### config.mk
export PLATFORM = sky130hd
export DESIGN_NAME = instr_mem_boot
export DESIGN_NICKNAME = d
export VERILOG_FILES = /design/src/rtl/mips_pkg.sv /design/src/rtl/instr_mem_array.sv /design/src/rtl/instr_mem_boot.sv
export SDC_FILE = /design/constraint.sdc
export NUM_CORES = 2
export LEC_CHECK = 0
export CAP_MARGIN = 20
export CORE_MARGIN = 2
export CORE_UTILIZATION = 62
export CTS_CLUSTER_DIAMETER = 100
export DETAILED_ROUTE_END_ITERATION = 10
export GPL_ROUTABILITY_DRIVEN = 0
export HOLD_SLACK_MARGIN = 0.05
export PLACE_DENSITY = 0.79
export SETUP_SLACK_MARGIN = 0.05
export SLEW_MARGIN = 0
export SYNTH_ARGS = -nofsm -noshare
export SYNTH_HDL_FRONTEND = slang
export SYNTH_SLANG_ARGS = --single-unit
export TNS_END_PERCENT = 5
### constraint.sdc
create_clock -name clk -period 6.1 [get_ports clk]
set_clock_uncertainty 0.1 [all_clocks]
set_input_delay 0.915 -clock clk [delete_from_list [all_inputs] [get_ports clk]]
set_output_delay 0.915 -clock clk [all_outputs]
set_load 0.01 [all_outputs]
### src/rtl/mips_pkg.sv
// ---------------------------------------------------------------------------
// mips_pkg
// Shared definitions for the instruction-memory boot loader:
//   word_t               32-bit instruction/address word
//   RESET_VECTOR_DEFAULT byte address of instruction word 0
//   NOP_WORD             value returned for fetches that are not served
//   HALT_ADDR            CPU halt target, never flagged as an illegal fetch
//   boot_state_e         boot FSM state encoding (LOAD -> RELEASE -> RUN)
// ---------------------------------------------------------------------------
package mips_pkg;

    typedef logic [31:0] word_t;

    localparam word_t RESET_VECTOR_DEFAULT = 32'h0000_0000;
    localparam word_t NOP_WORD             = 32'h0000_0000;
    localparam word_t HALT_ADDR            = 32'h0000_0000;

    typedef enum logic [1:0] {
        BOOT_LOAD    = 2'd0,
        BOOT_RELEASE = 2'd1,
        BOOT_RUN     = 2'd2
    } boot_state_e;

endpackage

### src/rtl/instr_mem_array.sv
// ---------------------------------------------------------------------------
// instr_mem_array
// DEPTH_WORDS x 32 instruction storage with one synchronous write port and
// one combinational read port. Contents are not reset.
// Ports:
//   clk_i    clock
//   we_i     write enable (write on rising edge)
//   waddr_i  write word index
//   wdata_i  write data
//   raddr_i  read word index
//   rdata_o  read data, combinational from raddr_i
// ---------------------------------------------------------------------------
module instr_mem_array
    import mips_pkg::*;
#(
    parameter int unsigned DEPTH_WORDS = 64,
    parameter int unsigned AW          = $clog2(DEPTH_WORDS)
) (
    input  logic          clk_i,
    input  logic          we_i,
    input  logic [AW-1:0] waddr_i,
    input  word_t         wdata_i,
    input  logic [AW-1:0] raddr_i,
    output word_t         rdata_o
);

    word_t mem_q [DEPTH_WORDS];

    always_ff @(posedge clk_i) begin
        if (we_i) begin
            mem_q[waddr_i] <= wdata_i;
        end
    end

    assign rdata_o = mem_q[raddr_i];

endmodule

### src/rtl/instr_mem_boot.sv
// ---------------------------------------------------------------------------
// instr_mem_boot
// Boot loader + instruction memory. A word stream is loaded into storage
// while the CPU is held in reset; after the last word (or when storage is
// full) the CPU gets exactly one clock with reset still asserted, then runs
// and fetches from the loaded image.
//
// Handshake: a load word is transferred on a rising edge where load_valid
// and load_ready are both high; load_ready is high only in LOAD, and
// load_valid is ignored elsewhere.
//
// Optional feature: define INSTR_MEM_BOOT_CHECKSUM_EN to add load_checksum,
// the XOR of all accepted words (frozen once loading ends).
//
// Ports:
//   clk, reset           clock, synchronous active-high reset
//   load_valid/ready     load handshake; load_data word, load_last marks end
//   instr_address        CPU fetch byte address
//   instr_readdata       fetched word (combinational), NOP when not served
//   cpu_reset            CPU reset, cpu_clk_enable CPU clock enable
//   boot_done            image loaded and CPU released
//   load_checksum        (optional) XOR of accepted words
//   addr_error           sticky illegal-fetch flag
// ---------------------------------------------------------------------------
module instr_mem_boot
    import mips_pkg::*;
#(
    parameter int unsigned DEPTH_WORDS  = 64,
    parameter word_t       RESET_VECTOR = RESET_VECTOR_DEFAULT
) (
    input  logic  clk,
    input  logic  reset,
    input  logic  load_valid,
    output logic  load_ready,
    input  word_t load_data,
    input  logic  load_last,
    input  word_t instr_address,
    output word_t instr_readdata,
    output logic  cpu_reset,
    output logic  cpu_clk_enable,
    output logic  boot_done,
`ifdef INSTR_MEM_BOOT_CHECKSUM_EN
    output word_t load_checksum,
`endif
    output logic  addr_error
);

    localparam int unsigned AW = $clog2(DEPTH_WORDS);
    localparam int unsigned CW = AW + 1;  // count must reach DEPTH_WORDS

    boot_state_e   state_q, state_d;
    logic [AW-1:0] wr_ptr_q, wr_ptr_d;
    logic [CW-1:0] count_q, count_d;
    logic          err_q, err_d;

    logic  accept;
    logic  mem_we;
    word_t fetch_idx;
    logic  fetch_legal;
    word_t mem_rdata;

    assign accept = load_valid && load_ready;
    // Reset wins over a coincident handshake: nothing is written.
    assign mem_we = accept && !reset;

    // Modulo-2^32 offset from the reset vector, in words.
    assign fetch_idx   = (instr_address - RESET_VECTOR) >> 2;
    assign fetch_legal = (instr_address[1:0] == 2'b00) &&
                         (fetch_idx < 32'(count_q));

    instr_mem_array #(
        .DEPTH_WORDS (DEPTH_WORDS),
        .AW          (AW)
    ) u_array (
        .clk_i   (clk),
        .we_i    (mem_we),
        .waddr_i (wr_ptr_q),
        .wdata_i (load_data),
        .raddr_i (fetch_idx[AW-1:0]),
        .rdata_o (mem_rdata)
    );

    // Next-state logic.
    always_comb begin
        state_d  = state_q;
        wr_ptr_d = wr_ptr_q;
        count_d  = count_q;
        err_d    = err_q;
        case (state_q)
            BOOT_LOAD: begin
                if (accept) begin
                    wr_ptr_d = wr_ptr_q + 1'b1;
                    count_d  = count_q + 1'b1;
                    if (load_last || (wr_ptr_q == AW'(DEPTH_WORDS - 1))) begin
                        state_d = BOOT_RELEASE;
                    end
                end
            end
            BOOT_RELEASE: state_d = BOOT_RUN;
            BOOT_RUN: begin
                if (!fetch_legal && (instr_address != HALT_ADDR)) begin
                    err_d = 1'b1;
                end
            end
            default: state_d = BOOT_LOAD;
        endcase
    end

    // Moore outputs.
    always_comb begin
        load_ready     = 1'b0;
        cpu_reset      = 1'b1;
        cpu_clk_enable = 1'b0;
        boot_done      = 1'b0;
        case (state_q)
            BOOT_LOAD:    load_ready = 1'b1;
            BOOT_RELEASE: cpu_clk_enable = 1'b1;  // one clocked reset edge
            BOOT_RUN: begin
                cpu_reset      = 1'b0;
                cpu_clk_enable = 1'b1;
                boot_done      = 1'b1;
            end
            default: ;
        endcase
    end

    // Reads are only served in RUN, so a read never overlaps a write.
    assign instr_readdata = ((state_q == BOOT_RUN) && fetch_legal) ? mem_rdata : NOP_WORD;
    assign addr_error     = err_q;

    always_ff @(posedge clk) begin
        if (reset) begin
            state_q  <= BOOT_LOAD;
            wr_ptr_q <= '0;
            count_q  <= '0;
            err_q    <= 1'b0;
        end else begin
            state_q  <= state_d;
            wr_ptr_q <= wr_ptr_d;
            count_q  <= count_d;
            err_q    <= err_d;
        end
    end

`ifdef INSTR_MEM_BOOT_CHECKSUM_EN
    word_t checksum_q;

    // Words are only accepted in LOAD, so the value freezes after RELEASE.
    always_ff @(posedge clk) begin
        if (reset) begin
            checksum_q <= '0;
        end else if (accept) begin
            checksum_q <= checksum_q ^ load_data;
        end
    end

    assign load_checksum = checksum_q;
`endif

endmodule

=== Yosys cells after proc, flatten, opt, wreduce, memory -nomap -nowiden ===
Memory sizes are Yosys's and may differ from the RTL's.
Cells that the tools add are included.

* Muxes and demuxes: 10
* Add/subtract/negate cells: 2
* Reduce and logical (&&, ||, !) cells: 15
* Bitwise gates (word level): 1
* Equal/unequal tests: 5
* Order comparisons: 1

{| class="wikitable"
|+ Operators with widths
! kind !! number
|-
| $mux 32 || 1
|-
| $reduce_bool 32->1 || 1
|-
| $lt 30x7->1 || 1
|-
| $add 7x1->7 const B || 1
|-
| $add 6x1->6 const B || 1
|-
| $eq 6x6->1 const B || 1
|-
| $mux 1 || 6
|-
| $pmux 2 s3 || 1
|-
| $logic_and 1x1->1 || 5
|-
| $logic_not 2->1 || 2
|-
| $mux 2 || 2
|-
| $ne 2x2->1 const B || 2
|-
| $reduce_and 2->1 || 2
|-
| $reduce_and 3->1 || 1
|-
| $eq 2x1->1 const B || 1
|-
| $eq 2x2->1 const B || 1
|-
| $logic_not 1->1 || 2
|-
| $reduce_or 2->1 || 1
|-
| $logic_or 1x1->1 || 1
|-
| $not 1->1 || 1
|}

* Register bits: 16
* Bits of input ports: 68
* Word-level logic and storage cells: 39
* Memories kept: 1
* Memory bits (writable): 2048
* Output and inout bits: 37

{| class="wikitable"
|+ Memory list
! memory !! words !! bits a word !! read ports !! clocked after memory_dff !! wr ports !! line !! text
|-
| u_array.mem_q || 64 || 32 || 1 || 0 || 1 || instr_mem_array.sv:27 || <nowiki>word_t mem_q [DEPTH_WORDS];</nowiki>
|}

=== Longest topological paths before layout ===
* Depth after elaboration: 6
* Gate-level depth with buffers: 12
* Depth with buffers taken out: 8

=== Modules after synthesis ===
From an unflattened synthesis, not the netlist that was laid out.

* Cells, all modules: 3443
* Area total of the unflattened synthesis: 79074.6 µm²

{| class="wikitable"
|+ By module, submodules not included
! module !! sequential area each (µm²) !! times used !! area each (µm²) !! cells each
|-
| instr_mem_array || 61499.0 || 1 || 77874.7 || 3292
|-
| instr_mem_boot || 320.3 || 1 || 1199.9 || 151
|}

=== Worst setup path before layout ===
OpenSTA, ideal clock, no wires.

* Path type: input to register
* From: input load_valid
* To: memory u_array.mem_q[47][0] in the netlist's numbering (enable)
* Data arrival time: 4.567 ns
* Buffers on the path: 1
* Setup slack: 0.932 ns
* Stages on the path: 4
* Library setup time: 0.501 ns
* Required time: 5.499 ns
* Path through: and2_1 clkbuf_1 nand2_1 nor4_1

* Cells in the longest elaborated chain, start to end: 4

{| class="wikitable"
|+ Ends and longest elaborated chain
! what !! line !! text
|-
| start: declaration || instr_mem_boot.sv:33 || <nowiki>input logic load_valid,</nowiki>
|-
| $logic_and 1x1->1 || instr_mem_boot.sv:62 || <nowiki>assign accept = load_valid && load_ready;</nowiki>
|-
| $logic_and 1x1->1 || instr_mem_boot.sv:64 || <nowiki>assign mem_we = accept && !reset;</nowiki>
|-
| $mux 1 || instr_mem_array.sv:30 || <nowiki>if (we_i) begin</nowiki>
|-
| $mux 1 (implied by the code) || instr_mem_array.sv:31 || <nowiki>mem_q[waddr_i] <= wdata_i;</nowiki>
|-
| end: declaration || instr_mem_array.sv:27 ||
|}

No other way between the ends.

=== Worst setup path after layout ===
* From: register count_q[1]
* To: output instr_readdata[2]

* Cells in the longest elaborated chain, start to end: 4

{| class="wikitable"
|+ Ends and longest elaborated chain
! what !! line !! text
|-
| start: declaration || instr_mem_boot.sv:53 || <nowiki>logic [CW-1:0] count_q, count_d;</nowiki>
|-
| start signal: assignment || instr_mem_boot.sv:140 || <nowiki>count_q <= count_d;</nowiki>
|-
| $lt 30x7->1 || instr_mem_boot.sv:69 || <nowiki>(fetch_idx < 32'(count_q));</nowiki>
|-
| $logic_and 1x1->1 || instr_mem_boot.sv:68 || <nowiki>assign fetch_legal = (instr_address[1:0] == 2'b00) &&</nowiki>
|-
| $logic_and 1x1->1 || instr_mem_boot.sv:128 || <nowiki>assign instr_readdata = ((state_q == BOOT_RUN) && fetch_legal) ? mem_rdata : NOP_WORD;</nowiki>
|-
| $mux 32 || instr_mem_boot.sv:128 ||
|-
| end: declaration || instr_mem_boot.sv:38 || <nowiki>output word_t instr_readdata,</nowiki>
|}

No other way between the ends.

==> results.sh <==
export IMPL_clkTransAtPathRegs_ns=0.06
export IMPL_synth_top_area_cell="edfxtp_1"
export IMPL_rr_endpoint="u_array.mem_q[27][10]"
export IMPL_wl_per_cell_um=36.3
export IMPL_cp_slowest_stage_delay_ns=0.96
export IMPL_p_switching_uw=6050
export IMPL_synthArstFlopShare_pct=0
export IMPL_synth_area_per_cell_um2=23.0
export IMPL_drive_above_1_share_pct=28.3
export IMPL_fin_tns_setup_ns=0
export IMPL_htree_levels=4
export IMPL_via_per_inst=7.09
export IMPL_core_area_mm2=0.127
export IMPL_max_freq_mhz=180
export IMPL_clock_latency_ns=0.82
export IMPL_ys_ff_latch=2064
export IMPL_cts_tree="done"
export IMPL_intPower_uw=22400
export IMPL_final_core_util_pct=70.4
export IMPL_hold_start="load_data[5]"
export IMPL_status="complete, no violations"
export IMPL_grt_met1_usage_pct=41.8
export IMPL_reg2regPathDepth=7
export IMPL_initial_core_util_pct=62.4
export IMPL_met3_usage_pct=8.14
export IMPL_fillCellCount=6930
export IMPL_clock_sinks=2064
export IMPL_comb_power_share_pct=4.9
export IMPL_whs_path_depth=1
export IMPL_syn_nets=3533
export IMPL_power_density_mw_per_mm2=317
export IMPL_die_h_um=362
export IMPL_worstSetupEndpointType="output pin"
export IMPL_ctsResizeCount=0
export IMPL_worstPathCellList="inv_1 -> ha_1 -> a21oi_1 -> o221ai_1 -> a21o_1 -> or4_2 -> a311oi_1 -> clkdlybuf4s50_1"
export IMPL_setup_violations=0
export IMPL_grt_usage_pct=31.2
export IMPL_finalCriticalPeriod_ns=5.57
export IMPL_grt_max_degree=133
export IMPL_synth_warnings=0
export IMPL_drt_wl_total_um=202000
export IMPL_p_leak_uw=0.0280
export IMPL_numPortBuffers=104
export IMPL_clock_power_share_pct=40.2
export IMPL_use_met2_pct=49.7
export IMPL_fin_crit_sh_pct=91.2
export IMPL_grt_pass1_wl_um=287000
export IMPL_drtAntennaViolNets=0
export IMPL_rsz0062_at_grt="false"
export IMPL_first_global_vias=40000
export IMPL_cp_arrival_ns=4.55
export IMPL_yosysSeqAreaShare_pct=77.7
export IMPL_synth_ff_type="edfxtp_1"
export IMPL_crit_type="reg2out"
export IMPL_post_cts_buffers=0
export IMPL_layout_nets=3808
export IMPL_rrSetupSlack_ns=2.27
export IMPL_slew_headroom_pct=22.4
export IMPL_drv_slew=0
export IMPL_route_detailed_drc=0
export IMPL_synth_top_area_share_pct=77.3
export IMPL_hold_class="in2reg"
export IMPL_start_kind="register"
export IMPL_critical_path_required_ns=5.08
export IMPL_ir_drop_mv=0.286
export IMPL_yosys_top_cells_count="edfxtp_1, mux4_2, mux2i_1"
export IMPL_tightest_slew_ns=1.16
export IMPL_finalHoldViolCount=0
export IMPL_crit_path_max_fanout=11
export IMPL_synth_most_common_cell="edfxtp_1"
export IMPL_startpoint="count_q[1]"
export IMPL_die_w_um=362
export IMPL_cts_buffers=189
export IMPL_r2r_start="state_q[0]"
export IMPL_p_seq_share_pct=54.9
export IMPL_synthCells=3454
export IMPL_drtIter0Drc=6501
export IMPL_yosys_top_cells_area="edfxtp_1, mux4_2, mux2i_1"
export IMPL_ctsHoldBuffers=0
export IMPL_p_sw_share_pct=21.2
export IMPL_dr_pass1_iters=7
export IMPL_dieArea_mm2=0.131
export IMPL_synth_cell_types=51
export IMPL_ctsRootBufferMaster="clkbuf_16"
export IMPL_antenna_found_initial=12
export IMPL_vias=39400
export IMPL_hpwl_um=108000
export IMPL_min_to="u_array.mem_q[29][5]"
export IMPL_grt_overflow=0
export IMPL_crit_path_top_delay_cell="or4_2"
export IMPL_cap_viol_max_count=0
export IMPL_pin_count=105
export IMPL_std_cell_rows=131
export IMPL_synth_edf_count=2048
export IMPL_cts_max_path_buffers=3
export IMPL_syn2layout_area_growth_pct=12.7
export IMPL_syn_area_mm2=0.0795
export IMPL_grt_busiest_layer="met2"
flip-flops by register name, indices dropped and copies added, names as in the netlist:
register	cells
wr_ptr_q	6
state_q	2
count_q	7
u_array.mem_q	2048
addr_error	1
critical path, delay by kind of cell (launching register included):
family | cells | cell delay, ns
AOI/OAI and AO/OA | 4 | 1.37
adders and majority gates | 1 | 0.28
buffers and inverters | 2 | 0.75
DFF | 1 | 0.37
and+or+nand+nor | 1 | 0.96
power groups by stage:
stage	logic, uW	registers [uW]	clock network (uW)
finish	1380	15600	11500
global route	1440	15600	12000
CTS	1320	15600	11500
detailed placement	1300	15900	0
global placement	1270	15900	0
floorplan	764	15900	0
how the worst max path moves through the flow:
| stage | slack, ns | end |
|---|---|---|
| 2_1_floorplan | 0.93 | u_array.mem_q[47][0] |
| 3_3_place_gp | 0.53 | instr_readdata[2] |
| 3_5_place_dp | 0.53 | instr_readdata[2] |
| 4_1_cts | 0.48 | instr_readdata[2] |
| 5_1_grt | 0.38 | instr_readdata[2] |
| 6_report | 0.53 | instr_readdata[2] |
final cells by class:
class,count,area [um^2],share of cell area (%)
antenna,6,15.0,0.0167
clock buffer,231,4950,5.52
clock inverter,122,960,1.07
inverter,9,33.8,0.0377
multi-input combinational,1190,17100,19.0
sequential,2064,61800,69.0
tap,1662,2080,2.32
timing repair buffer,275,2720,3.03
cell families (layout without fill, tap and decap cells):
family,after synthesis,in the layout,share of synthesized area [%]
other,0,6,0
DFF,2064,2064,77.7
AOI/OAI and AO/OA,208,208,1.95
xor gates and xnor gates,11,11,0.121
and+or+nand+nor,280,280,1.69
muxes,680,680,16.9
buffers and inverters,200,637,1.39
adders and majority gates,11,11,0.173
per-layer routing:
metal / share of wire [%] / routed length (um) / vias to the layer above
li1: - / - / 15300
met1: 35 / 69800 / 20700
met2: 49 / 99300 / 2944
met3: 12 / 24300 / 494
met4: 4.2 / 8460 / 6
met5: 0.018 / 37 / -
cells in the final DEF, fill, tap and decap left out, drive strengths merged, types with 31 or more instances in the layout:
master,instances
a22oi,37
buf,208
clkbuf,232
clkdlybuf4s50,66
clkinv,99
edfxtp,2048
mux2i,135
mux4,531
nand2,63
nor2,104
nor2b,31
stage by stage:
stage	power [uW]	setup WS, ns	instance area, um^2	instances	hold slack (ns)
6_report	28500	0.534	89700	5559	0.264
5_1_grt	29100	0.375	89600	5555	0.259
4_1_cts	28400	0.484	89100	5524	0.406
3_5_place_dp	17200	0.526	83200	5171	0.398
3_3_place_gp	17200	0.534	83200	5171	0.374
2_1_floorplan	16700	0.932	79500	3454	0.362
(Power assumes the default switching activity.)
